## src/rtl/combo_code_recorder.sv

```systemverilog
// Captures a NUM_STEPS-press btnL/btnC/btnR combination, replays it on the 7-segment display, then commits it to code.
// Optional macro RECORD_TIMEOUT_EN: abandons a recording after TIMEOUT_TICKS cycles without an accepted press.
module combo_code_recorder #(
  parameter int unsigned NUM_STEPS     = 5,
  parameter int unsigned STEP_TICKS    = 50000000,
  parameter int unsigned GAP_TICKS     = 5000000,
  parameter int unsigned TIMEOUT_TICKS = 500000000
) (
  input  logic                   CLOCK,
  input  logic                   RESETN,
  input  logic                   btnL,
  input  logic                   btnC,
  input  logic                   btnR,
  input  logic                   rec_start,
  output logic [2*NUM_STEPS-1:0] code,
  output logic                   code_valid,
  output logic                   busy,
  output logic [7:0]             seg,
  output logic [3:0]             an
);
  localparam int unsigned IDX_W = (NUM_STEPS > 1) ? $clog2(NUM_STEPS) : 1;
  localparam int unsigned CW    = 2 * NUM_STEPS;
  localparam logic [IDX_W-1:0] LAST_IDX = IDX_W'(NUM_STEPS - 1);
  localparam logic [7:0] GLYPH_L = 8'b11001111;
  localparam logic [7:0] GLYPH_C = 8'b10100111;
  localparam logic [7:0] GLYPH_R = 8'b10101111;
  localparam logic [7:0] BLANK   = 8'hFF;

  typedef enum logic [1:0] {S_IDLE, S_RECORD, S_SHOW, S_GAP} state_t;

  state_t           state_q, state_d;
  logic [2:0]       sync1_q, sync1_d, sync2_q, sync2_d, prev_q, prev_d, ev_q, ev_d;
  logic [IDX_W-1:0] idx_q, idx_d, idx_nxt_s;
  logic [CW-1:0]    shadow_q, shadow_d, code_q, code_d;
  logic [31:0]      tick_q, tick_d;
  logic             code_valid_q, code_valid_d, busy_q, busy_d;
  logic [7:0]       seg_q, seg_d;
  logic [3:0]       an_q, an_d;
  logic [1:0]       sym_s;
`ifdef RECORD_TIMEOUT_EN
  logic [31:0]      to_q, to_d;
`else
  logic             unused_timeout_s;
  assign unused_timeout_s = (TIMEOUT_TICKS == 32'd0);
`endif

  function automatic logic [7:0] glyph(input logic [1:0] sym);
    case (sym)
      2'b01:   glyph = GLYPH_L;
      2'b10:   glyph = GLYPH_C;
      2'b11:   glyph = GLYPH_R;
      default: glyph = BLANK;
    endcase
  endfunction

  function automatic logic [3:0] digit(input logic [IDX_W-1:0] k);
    logic [1:0] k2;
    k2 = 2'(k);
    digit = 4'hF;
    digit[k2] = 1'b0;
  endfunction

  assign code       = code_q;
  assign code_valid = code_valid_q;
  assign busy       = busy_q;
  assign seg        = seg_q;
  assign an         = an_q;

  // Next-state logic: button sync/edge path plus the record/playback FSM
  always_comb begin
    sync1_d      = {btnR, btnC, btnL};
    sync2_d      = sync1_q;
    prev_d       = sync2_q;
    ev_d         = sync2_q & ~prev_q;
    state_d      = state_q;
    idx_d        = idx_q;
    shadow_d     = shadow_q;
    code_d       = code_q;
    code_valid_d = code_valid_q;
    busy_d       = busy_q;
    seg_d        = seg_q;
    an_d         = an_q;
    tick_d       = 32'd0;
    idx_nxt_s    = idx_q + IDX_W'(1);
`ifdef RECORD_TIMEOUT_EN
    to_d         = 32'd0;
`endif
    // L beats C beats R when events coincide
    if (ev_q[0])      sym_s = 2'b01;
    else if (ev_q[1]) sym_s = 2'b10;
    else if (ev_q[2]) sym_s = 2'b11;
    else              sym_s = 2'b00;

    case (state_q)
      S_IDLE: begin
        busy_d = 1'b0;
        seg_d  = BLANK;
        an_d   = 4'hF;
        if (rec_start) begin
          state_d      = S_RECORD;
          idx_d        = '0;
          shadow_d     = '0;
          code_valid_d = 1'b0;
          busy_d       = 1'b1;
        end else begin
          state_d = S_IDLE;
        end
      end
      S_RECORD: begin
        busy_d = 1'b1;
        if (rec_start) begin
          idx_d    = '0;
          shadow_d = '0;
          seg_d    = BLANK;
          an_d     = 4'hF;
        end else if (sym_s != 2'b00) begin
          shadow_d[{idx_q, 1'b0} +: 2] = sym_s;
          if (idx_q == LAST_IDX) begin
            state_d = S_SHOW;
            idx_d   = '0;
            seg_d   = glyph(shadow_d[1:0]);
            an_d    = digit('0);
          end else begin
            idx_d = idx_nxt_s;
            seg_d = glyph(sym_s);
            an_d  = digit(idx_q);
          end
`ifdef RECORD_TIMEOUT_EN
        end else if (to_q >= 32'(TIMEOUT_TICKS - 1)) begin
          state_d  = S_IDLE;
          idx_d    = '0;
          shadow_d = '0;
          busy_d   = 1'b0;
          seg_d    = BLANK;
          an_d     = 4'hF;
        end else begin
          to_d = to_q + 32'd1;
        end
`else
        end else begin
          state_d = S_RECORD;
        end
`endif
      end
      S_SHOW: begin
        if (tick_q == 32'(STEP_TICKS - 1)) begin
          state_d = S_GAP;
          seg_d   = BLANK;
          an_d    = 4'hF;
        end else begin
          tick_d = tick_q + 32'd1;
        end
      end
      S_GAP: begin
        if (tick_q != 32'(GAP_TICKS - 1)) begin
          tick_d = tick_q + 32'd1;
        end else if (idx_q == LAST_IDX) begin
          state_d      = S_IDLE;
          idx_d        = '0;
          code_d       = shadow_q;
          code_valid_d = 1'b1;
          busy_d       = 1'b0;
        end else begin
          state_d = S_SHOW;
          idx_d   = idx_nxt_s;
          seg_d   = glyph(shadow_q[{idx_nxt_s, 1'b0} +: 2]);
          an_d    = digit(idx_nxt_s);
        end
      end
      default: begin
        state_d = S_IDLE;
      end
    endcase
  end

  // State and output registers
  always_ff @(posedge CLOCK or negedge RESETN) begin
    if (!RESETN) begin
      state_q      <= S_IDLE;
      sync1_q      <= 3'b000;
      sync2_q      <= 3'b000;
      prev_q       <= 3'b000;
      ev_q         <= 3'b000;
      idx_q        <= '0;
      shadow_q     <= '0;
      code_q       <= '0;
      code_valid_q <= 1'b0;
      busy_q       <= 1'b0;
      seg_q        <= BLANK;
      an_q         <= 4'hF;
      tick_q       <= 32'd0;
`ifdef RECORD_TIMEOUT_EN
      to_q         <= 32'd0;
`endif
    end else begin
      state_q      <= state_d;
      sync1_q      <= sync1_d;
      sync2_q      <= sync2_d;
      prev_q       <= prev_d;
      ev_q         <= ev_d;
      idx_q        <= idx_d;
      shadow_q     <= shadow_d;
      code_q       <= code_d;
      code_valid_q <= code_valid_d;
      busy_q       <= busy_d;
      seg_q        <= seg_d;
      an_q         <= an_d;
      tick_q       <= tick_d;
`ifdef RECORD_TIMEOUT_EN
      to_q         <= to_d;
`endif
    end
  end
endmodule

```

## config.mk

```make
export PLATFORM = sky130hd
export DESIGN_NAME = combo_code_recorder
export DESIGN_NICKNAME = d
export VERILOG_FILES = /design/src/rtl/combo_code_recorder.sv
export SDC_FILE = /design/constraint.sdc
export NUM_CORES = 1
export LEC_CHECK = 0
export CAP_MARGIN = 40
export CORE_MARGIN = 2
export CORE_UTILIZATION = 63
export DETAILED_ROUTE_END_ITERATION = 7
export GPL_ROUTABILITY_DRIVEN = 0
export PLACE_DENSITY = 0.81
export SKIP_LAST_GASP = 1
export SLEW_MARGIN = 30
export SYNTH_ARGS = -nofsm -noshare
export SYNTH_HDL_FRONTEND = slang
export SYNTH_SLANG_ARGS = --single-unit
```

## constraint.sdc

```tcl
create_clock -name CLOCK -period 7 [get_ports CLOCK]
set_input_delay 1.4 -clock CLOCK [delete_from_list [all_inputs] [get_ports CLOCK]]
set_output_delay 1.4 -clock CLOCK [all_outputs]
set_load 0.05 [all_outputs]
```

==> summary.md, run 1 <==
| Metric | Value |
|---|---|
| DR WL/cell | `16.7 um` |
| MaxCap Viol Count | `0` |
| Unrepaired setup endpoints after global routing | `false` |
| Met3 Routed Length | `~430 um` |
| Startpoint Class | `register` |
| Largest net degree at the start of global routing | `52` |
| Ports | `30` |
| Max Clock Freq | `between 300 and 400 MHz` |
| Postcts setup bufs | `0` |
| Post-CTS Resized | `0` |
| CP Class | `reg -> reg` |
| Die width | `between 80 and 90 um` |
| WL final | `between 8000 and 9000 um` |
| Synthesized flop and latch total | `approximately 80` |
| Mapped cell area | `approximately 4200 um^2` |
| IR drop worst, VDD | `0.165 mV` |
| Fin Clk Skew | `~0.01 ns` |
| Seq/Total Area, Yosys | `47.7%` |
| Initial antenna violation count | `0` |
| M1 wire length | `~4100 um` |
| Antenna-violating nets left | `0` |
| Total clock sinks | `79` |
| Final Setup Violations | `0` |
| Fin crit share | `around 44%` |
| DRT Pass-1 Iters | `6` |
| Crit end category | `register` |
| Status | `finished clean` |
| P_leak | `just over 2 nW` |
| Die area | `roughly 7300 um^2` |
| Place WS | `3.36 ns` |
| EDFF count, synth | `0` |
| Total GRT Usage | `25.5%` |
| Final #Nets | `between 400 and 500` |
| CP peak stage delay | `0.69 ns` |
| Synth Instances | `406` |
| First-pass GRT wire length | `around 15000 um` |
| Syn Area/Cell | `between 10 and 15 um^2` |
| Vias | `3073` |
| I/O Buffers | `25` |
| Slew Limit Fails | `0` |
| Hpwl dp | `approximately 5800 um` |
| CTS tree | `done` |
| Vias/cell | `6.06` |
| Initial Utilization | `65.2%` |
| N_diodes | `0` |
| H-tree depth | `3` |
| Worst path cell trace | `inv_1 > ha_1 > ha_1 > o41ai_2 > mux2_2 > o211ai_1 > mux2i_1` |
| Worst Path Buf+Inv | `1` |
| Req. time, crit path | `7.27 ns` |
| Most frequent CP cell | `ha_1` |
| Layout fillers | `around 470` |
| Slowest-stage cell, CP | `dfrtp_1` |
| Hold buffer count at cts | `0` |
| Vias in the first global route | `between 2000 and 3000` |
| Pwr per Cell Area | `roughly 180 nW/um^2` |
| CP Max Fanout | `14` |
| Rows | `29` |
| Later-pin clock latency in the skew report | `0.35 ns` |
| Share of cells above drive strength 1 | `between 10% and 20%` |
| WL met2 | `around 3700 um` |
| Core Box Area | `roughly 6400 um^2` |
| Hold crit path type | `reg -> reg` |
| Fin crit period | `3.11 ns` |
| DRC violations left | `0` |
| Distinct cells, synth | `slightly below 60` |
| Worst Slack Setup Final | `between 3 and 4 ns` |
| Fin Setup TNS | `0 ns` |
| Total CTS buffers | `9` |
| Initial DRC count | `slightly above 300` |
| CP top delay family | `compound AO/OA/AOI/OAI gates` |
| Top routing layer in use | `met4` |
| CTS Buffer Depth | `2` |
| Max-Slew Margin vs Limit | `a little under three fifths` |
| Area Growth Syn to Fin | `12.2%` |
| Asr flop ratio synth | `100%` |
| CTS root buf | `clkbuf_8` |
| Clock slew at reported path FFs | `around 0.08 ns` |
| Grt ovf | `0` |
| Die Y | `about 85 um` |
| Tightest Pin Transition | `0.664 ns` |
| Synthesis warning total | `0` |
| Synth Flop Type | `dfrtp_1` |
| Crit path DAT | `3.38 ns` |
| Hold Vio Cnt, Final | `0` |
-- metrics by stage --
| stage | util (%) | total power, W | cells | hold WS [ns] | cell area (um^2) |
|---|---|---|---|---|---|
| 6_report | 73.2 | 0.000862 | 507 | 0.357 | 4670 |
| 4_1_cts | 73.1 | 0.000867 | 507 | 0.362 | 4670 |
| 2_1_floorplan | - | 0.000481 | 409 | 0.331 | 4180 |
| 3_5_place_dp | 69.6 | 0.000495 | 491 | 0.337 | 4450 |
| 5_1_grt | 73.2 | 0.000892 | 507 | 0.364 | 4670 |
| 3_3_place_gp | 69.1 | 0.000493 | 489 | 0.336 | 4410 |
-- worst register-to-register path, cell delays in order, from the launching register on --
cell and delay, ns:
dfrtp_1 0.69, inv_1 0.30, ha_1 0.32, ha_1 0.37, o41ai_2 0.63, mux2_2 0.41, o211ai_1 0.20, mux2i_1 0.11
-- state kept, by name, indices dropped and copies added (netlist names) --
register    cells
tick_q         32
code           10
shadow_q       10
an              4
seg             4
ev_q            3
idx_q           3
prev_d          3
prev_q          3
sync1_q         3
state_q         2
busy            1
code_valid      1
-- layer usage --
layer	up-vias	track usage [%]
met2	85	37.6
li1	1468	-
met3	11	5.84
met5	-	0
met1	1509	37.8
met4	0	8.08
-- cell type report --
type                            count  area, um^2  area share (%)
Clock buffer                       11         141            3.03
Multi-Input combinational cell    288        2010            43.0
Clock inverter                      5        81.3            1.74
Tap cell                           77        96.3            2.06
Sequential cell                    79        1990            42.5
Inverter                           20        75.1            1.61
Timing Repair Buffer               27         283            6.05
-- worst paths after layout --
path | cells past startpoint | endpoint | startpoint | slack (ns)
setup / recovery | 7 | seg[4]$_DFFE_PN1P_ | idx_q[0]$_DFFE_PN0P_ | 3.89
hold / removal | 0 | prev_d[2]$_DFF_PN0_ | sync1_q[2]$_DFF_PN0_ | 0.36
setup reg to reg | 7 | seg[4]$_DFFE_PN1P_ | idx_q[0]$_DFFE_PN0P_ | 3.89
hold reg to reg | 0 | prev_d[2]$_DFF_PN0_ | sync1_q[2]$_DFF_PN0_ | 0.36
max in group asynchronous | 2 | an[1]$_DFFE_PN1P_ | RESETN | 5.25
min in group asynchronous | 1 | tick_q[27]$_DFF_PN0_ | RESETN | 1.09
-- cells in the final DEF (no fill, tap or decap), types with 4 or more instances in the layout --
master           instances
a21oi_1                  5
a22oi_1                  6
and3_1                   4
clkbuf_8                10
clkdlybuf4s50_1         24
conb_1                   4
dfrtp_1                 71
dfstp_2                  8
ha_1                    11
inv_1                   20
mux2_1                   5
mux2_4                   9
mux2i_1                  8
nand2_1                 28
nand3_1                 20
nand4_1                 10
nor2_1                  43
nor2b_1                  6
nor3_1                  13
nor4_1                  17
o21ai_0                 12
or4_1                    5
xnor2_1                 24
xor2_1                   7
-- synth_stat cells, types with 2 or more instances --
cell,number,area (um^2)
dfrtp_1,71,1780
nand2b_1,2,12.5
o31ai_1,2,15.0
mux2_2,3,33.8
inv_1,20,75.1
a21o_1,2,15.0
o41ai_1,3,26.3
o21ai_0,12,60.1
mux2i_1,8,80.1
mux2_1,5,56.3
buf_2,5,25.0
a21oi_1,5,25.0
a22oi_1,6,45.0
mux2_4,9,135
nand3_1,20,100
mux4_2,2,45.0
nor3_1,14,70.1
xor2_1,7,61.3
nor2_1,43,161
ha_1,11,138
nor4_1,17,106
xnor2_1,24,210
o32ai_1,2,17.5
or3_1,3,18.8
dfstp_2,8,210
buf_4,4,30.0
and3_1,4,25.0
and3b_1,2,17.5
or4_1,5,37.5
clkbuf_1,12,45.0
or4b_1,3,30.0
nand4_1,10,62.6
nor2b_1,6,37.5
nand2_1,28,105
o22ai_1,3,18.8
nand3b_1,2,15.0
-- cell families (layout without fill, tap and decap cells) --
group	Yosys count	count (layout)	share of synthesized area, %
adders and majority gates	11	11	3.30
DFF	79	79	47.7
buffers and inverters	42	63	4.47
and+or+nand+nor	168	168	21.5
muxes	27	27	8.41
other	1	4	0.0900
xor gates and xnor gates	31	31	6.52
AOI/OAI and AO/OA	47	47	7.99
-- power by group --
group	leakage, nW	internal, W	switching [W]
clock network	0.110	0.000211	0.000166
logic	0.904	0.00000605	0.0000175
registers	1.01	0.000460	0.00000234
No activity file was read; power rests on OpenSTA's default activity.
==> inputs of run 2 (changes only) <==
--- a/config.mk
+++ b/config.mk
@@ -7,10 +7,10 @@
 export LEC_CHECK = 0
 export CAP_MARGIN = 40
 export CORE_MARGIN = 2
-export CORE_UTILIZATION = 63
+export CORE_UTILIZATION = 53
 export DETAILED_ROUTE_END_ITERATION = 7
 export GPL_ROUTABILITY_DRIVEN = 0
-export PLACE_DENSITY = 0.81
+export PLACE_DENSITY = 0.72
 export SKIP_LAST_GASP = 1
 export SLEW_MARGIN = 30
 export SYNTH_ARGS = -nofsm -noshare
==> constraint.sdc (replaced) <==
create_clock -name CLOCK -period 2.8 [get_ports CLOCK]
set_input_delay 0.56 -clock CLOCK [delete_from_list [all_inputs] [get_ports CLOCK]]
set_output_delay 0.56 -clock CLOCK [all_outputs]
set_load 0.05 [all_outputs]
==> summary.md, run 2 (same netlist as run 1, synthesis figures left out) <==
| Metric | Value |
|---|---|
| Hold crit path type | `in -> async (was reg -> reg)` |
| Area Growth Syn to Fin | `14.3% (was 12.2%)` |
| Rows | `32 (was 29)` |
| Max Clock Freq | `402 MHz (was 322 MHz)` |
| Crit path DAT | `2.72 ns (was 3.38 ns)` |
| Die width | `92.7 um (was 85.3 um)` |
| Hpwl dp | `5970 um (was 5770 um)` |
| Grt ovf | `0 (unchanged)` |
| Non-Filler Instances | `537 (was 507)` |
| Clock slew at reported path FFs | `0.08 ns (about the same)` |
| I/O Buffers | `25 (unchanged)` |
| Antenna-violating nets left | `0 (unchanged)` |
| Register with the most flip-flops | `tick_q (unchanged)` |
| Fin crit period | `2.49 ns (was 3.11 ns)` |
| Req. time, crit path | `3.03 ns (was 7.27 ns)` |
| First-pass GRT wire length | `15100 um (was 14600 um)` |
| Max reg flops | `32 (unchanged)` |
| Total CTS buffers | `9 (unchanged)` |
| MaxCap Viol Count | `0 (unchanged)` |
| Met3 Routed Length | `392 um (was 428 um)` |
| Startpoint Class | `register (unchanged)` |
| Crit end category | `register (unchanged)` |
| Initial Utilization | `54.2% (was 65.2%)` |
| P_leak | `2.05 nW (was 2.02 nW)` |
| Share of cells above drive strength 1 | `11.7% (was 10.9%)` |
| Total chip power | `0.00225 W (was 0.000862 W)` |
| WHS | `0.143 ns (was 0.357 ns)` |
| Vias/cell | `5.80 (was 6.06)` |
| Post-CTS Resized | `0 (unchanged)` |
| Top routing layer in use | `met4 (unchanged)` |
| Vias | `3117 (was 3073)` |
| Final core utilization | `61.9% (was 73.2%)` |
| Total clock sinks | `79 (unchanged)` |
| Die area | `8590 um^2 (was 7280 um^2)` |
| H-tree depth | `3 (unchanged)` |
| Fin Clk Skew | `0.0133 ns (was 0.0100 ns)` |
| Core Box Area | `7690 um^2 (was 6390 um^2)` |
| Initial DRC count | `266 (was 304)` |
| Initial antenna violation count | `0 (unchanged)` |
| Ports | `30 (unchanged)` |
| Inst Count DP | `521 (was 491)` |
| Slew Limit Fails | `0 (unchanged)` |
| Layout fillers | `652 (was 466)` |
| Pwr per Cell Area | `472 nW/um^2 (was 185 nW/um^2)` |
| IR drop worst, VDD | `0.335 mV (was 0.165 mV)` |
| DRT Pass-1 Iters | `5 (was 6)` |
| Die Y | `92.7 um (was 85.3 um)` |
| CTS root buf | `clkbuf_8 (unchanged)` |
| Final Setup Violations | `0 (unchanged)` |
| Status | `finished clean (unchanged)` |
| CTS tree | `done (unchanged)` |
| WL met2 | `3800 um (was 3750 um)` |
| CP Class | `reg -> reg (unchanged)` |
| Unrepaired setup endpoints after global routing | `false (unchanged)` |
| Most frequent cells in the layout | `dfrtp_1 (71), nor2_1 (43), nand2_1 (28) (unchanged)` |
| Fin crit share | `88.9% (was 44.4%)` |
| Vias in the first global route | `3098 (was 2959)` |
| Largest net degree at the start of global routing | `50 (was 52)` |
| Max-Slew Margin vs Limit | `58.3% (was 55.8%)` |
| Hold Vio Cnt, Final | `0 (unchanged)` |
| M1 wire length | `4250 um (was 4130 um)` |
| Final #Nets | `447 (was 442)` |
| CP Max Fanout | `11 (was 14)` |
| Later-pin clock latency in the skew report | `0.35 ns (about the same)` |
| DR WL/cell | `15.9 um (was 16.7 um)` |
| Most common cell after layout, fill and taps aside | `dfrtp_1 (unchanged)` |
| Hold buffer count at cts | `0 (unchanged)` |
| Tightest Pin Transition | `0.623 ns (was 0.664 ns)` |
| Total GRT Usage | `22.0% (was 25.5%)` |
| CTS Buffer Depth | `2 (unchanged)` |
| N_diodes | `0 (unchanged)` |
| WL final | `8530 um (was 8440 um)` |
| Fin Setup TNS | `0 ns (unchanged)` |
| Postcts setup bufs | `0 (unchanged)` |
| DRC violations left | `0 (unchanged)` |
[run 2: cell types whose count changed in the layout (fill, tap and decap cells not counted), sizes merged]
cell | previous run | this run
buf | 3 | 8
clkinvlp | 1 | 2
bufinv | 2 | 3
clkinv | 2 | 0
[run 2: worst paths after layout]
check | from | endpoint | slack (ns) | depth (start not counted)
min in group CLOCK | sync1_q[0]$_DFF_PN0_ | prev_d[0]$_DFF_PN0_ | 0.35 | 0
worst max register to register | tick_q[17]$_DFF_PN0_ | code[8]$_DFFE_PN0P_ | 0.31 | 5
worst min register to register | sync1_q[0]$_DFF_PN0_ | prev_d[0]$_DFF_PN0_ | 0.35 | 0
worst min-delay path | RESETN | tick_q[29]$_DFF_PN0_ | 0.14 | 1
worst max-delay path | tick_q[17]$_DFF_PN0_ | code[8]$_DFFE_PN0P_ | 0.31 | 5
max in group asynchronous | RESETN | an[3]$_DFFE_PN1P_ | 2.03 | 2
[run 2: worst max-delay path: stages (launching register included)]
cell     delay (ns)
dfrtp_1        0.45
or4b_1         0.57
nor4_4         0.37
and3_1         0.24
nand3_2        0.32
mux2_1         0.42
[run 2: routing by layer]
metal / vias up / global-route usage [%]
met2: 93 / 32.8
met4: 0 / 6.74
met1: 1531 / 32.9
li1: 1483 / -
met3: 10 / 4.07
met5: - / 0
[run 2: cell type report]
class / count / area [um^2] / area share, %
multi-input combinational: 288 / 2000 / 42.1
clock buffer: 11 / 141 / 2.97
timing repair buffer: 32 / 320 / 6.73
tap: 102 / 128 / 2.68
sequential: 79 / 1990 / 41.7
inverter: 20 / 75.1 / 1.58
clock inverter: 5 / 105 / 2.21
[run 2: power by group]
part | total [W] | internal, W | leakage (nW) | switching, W
Clock | 0.00103 | 0.000617 | 0.116 | 0.000418
Sequential | 0.00115 | 0.00115 | 1.01 | 0.00000550
Combinational | 0.0000592 | 0.0000163 | 0.930 | 0.0000428
[run 2: stage by stage]
stage	worst slack [ns]	cell area [um^2]
floorplan	0.0621	4180
global placement	0.343	4490
detailed placement	0.317	4510
CTS	0.301	4760
global route	0.171	4760
finish	0.310	4760
==> inputs of run 3 (changes only) <==
--- a/config.mk
+++ b/config.mk
@@ -16,3 +16,4 @@
 export SYNTH_ARGS = -nofsm -noshare
 export SYNTH_HDL_FRONTEND = slang
 export SYNTH_SLANG_ARGS = --single-unit
+export TNS_END_PERCENT = 100
==> results of run 3 <==
The final DEF is identical to that of run 2; final timing and power are the same.
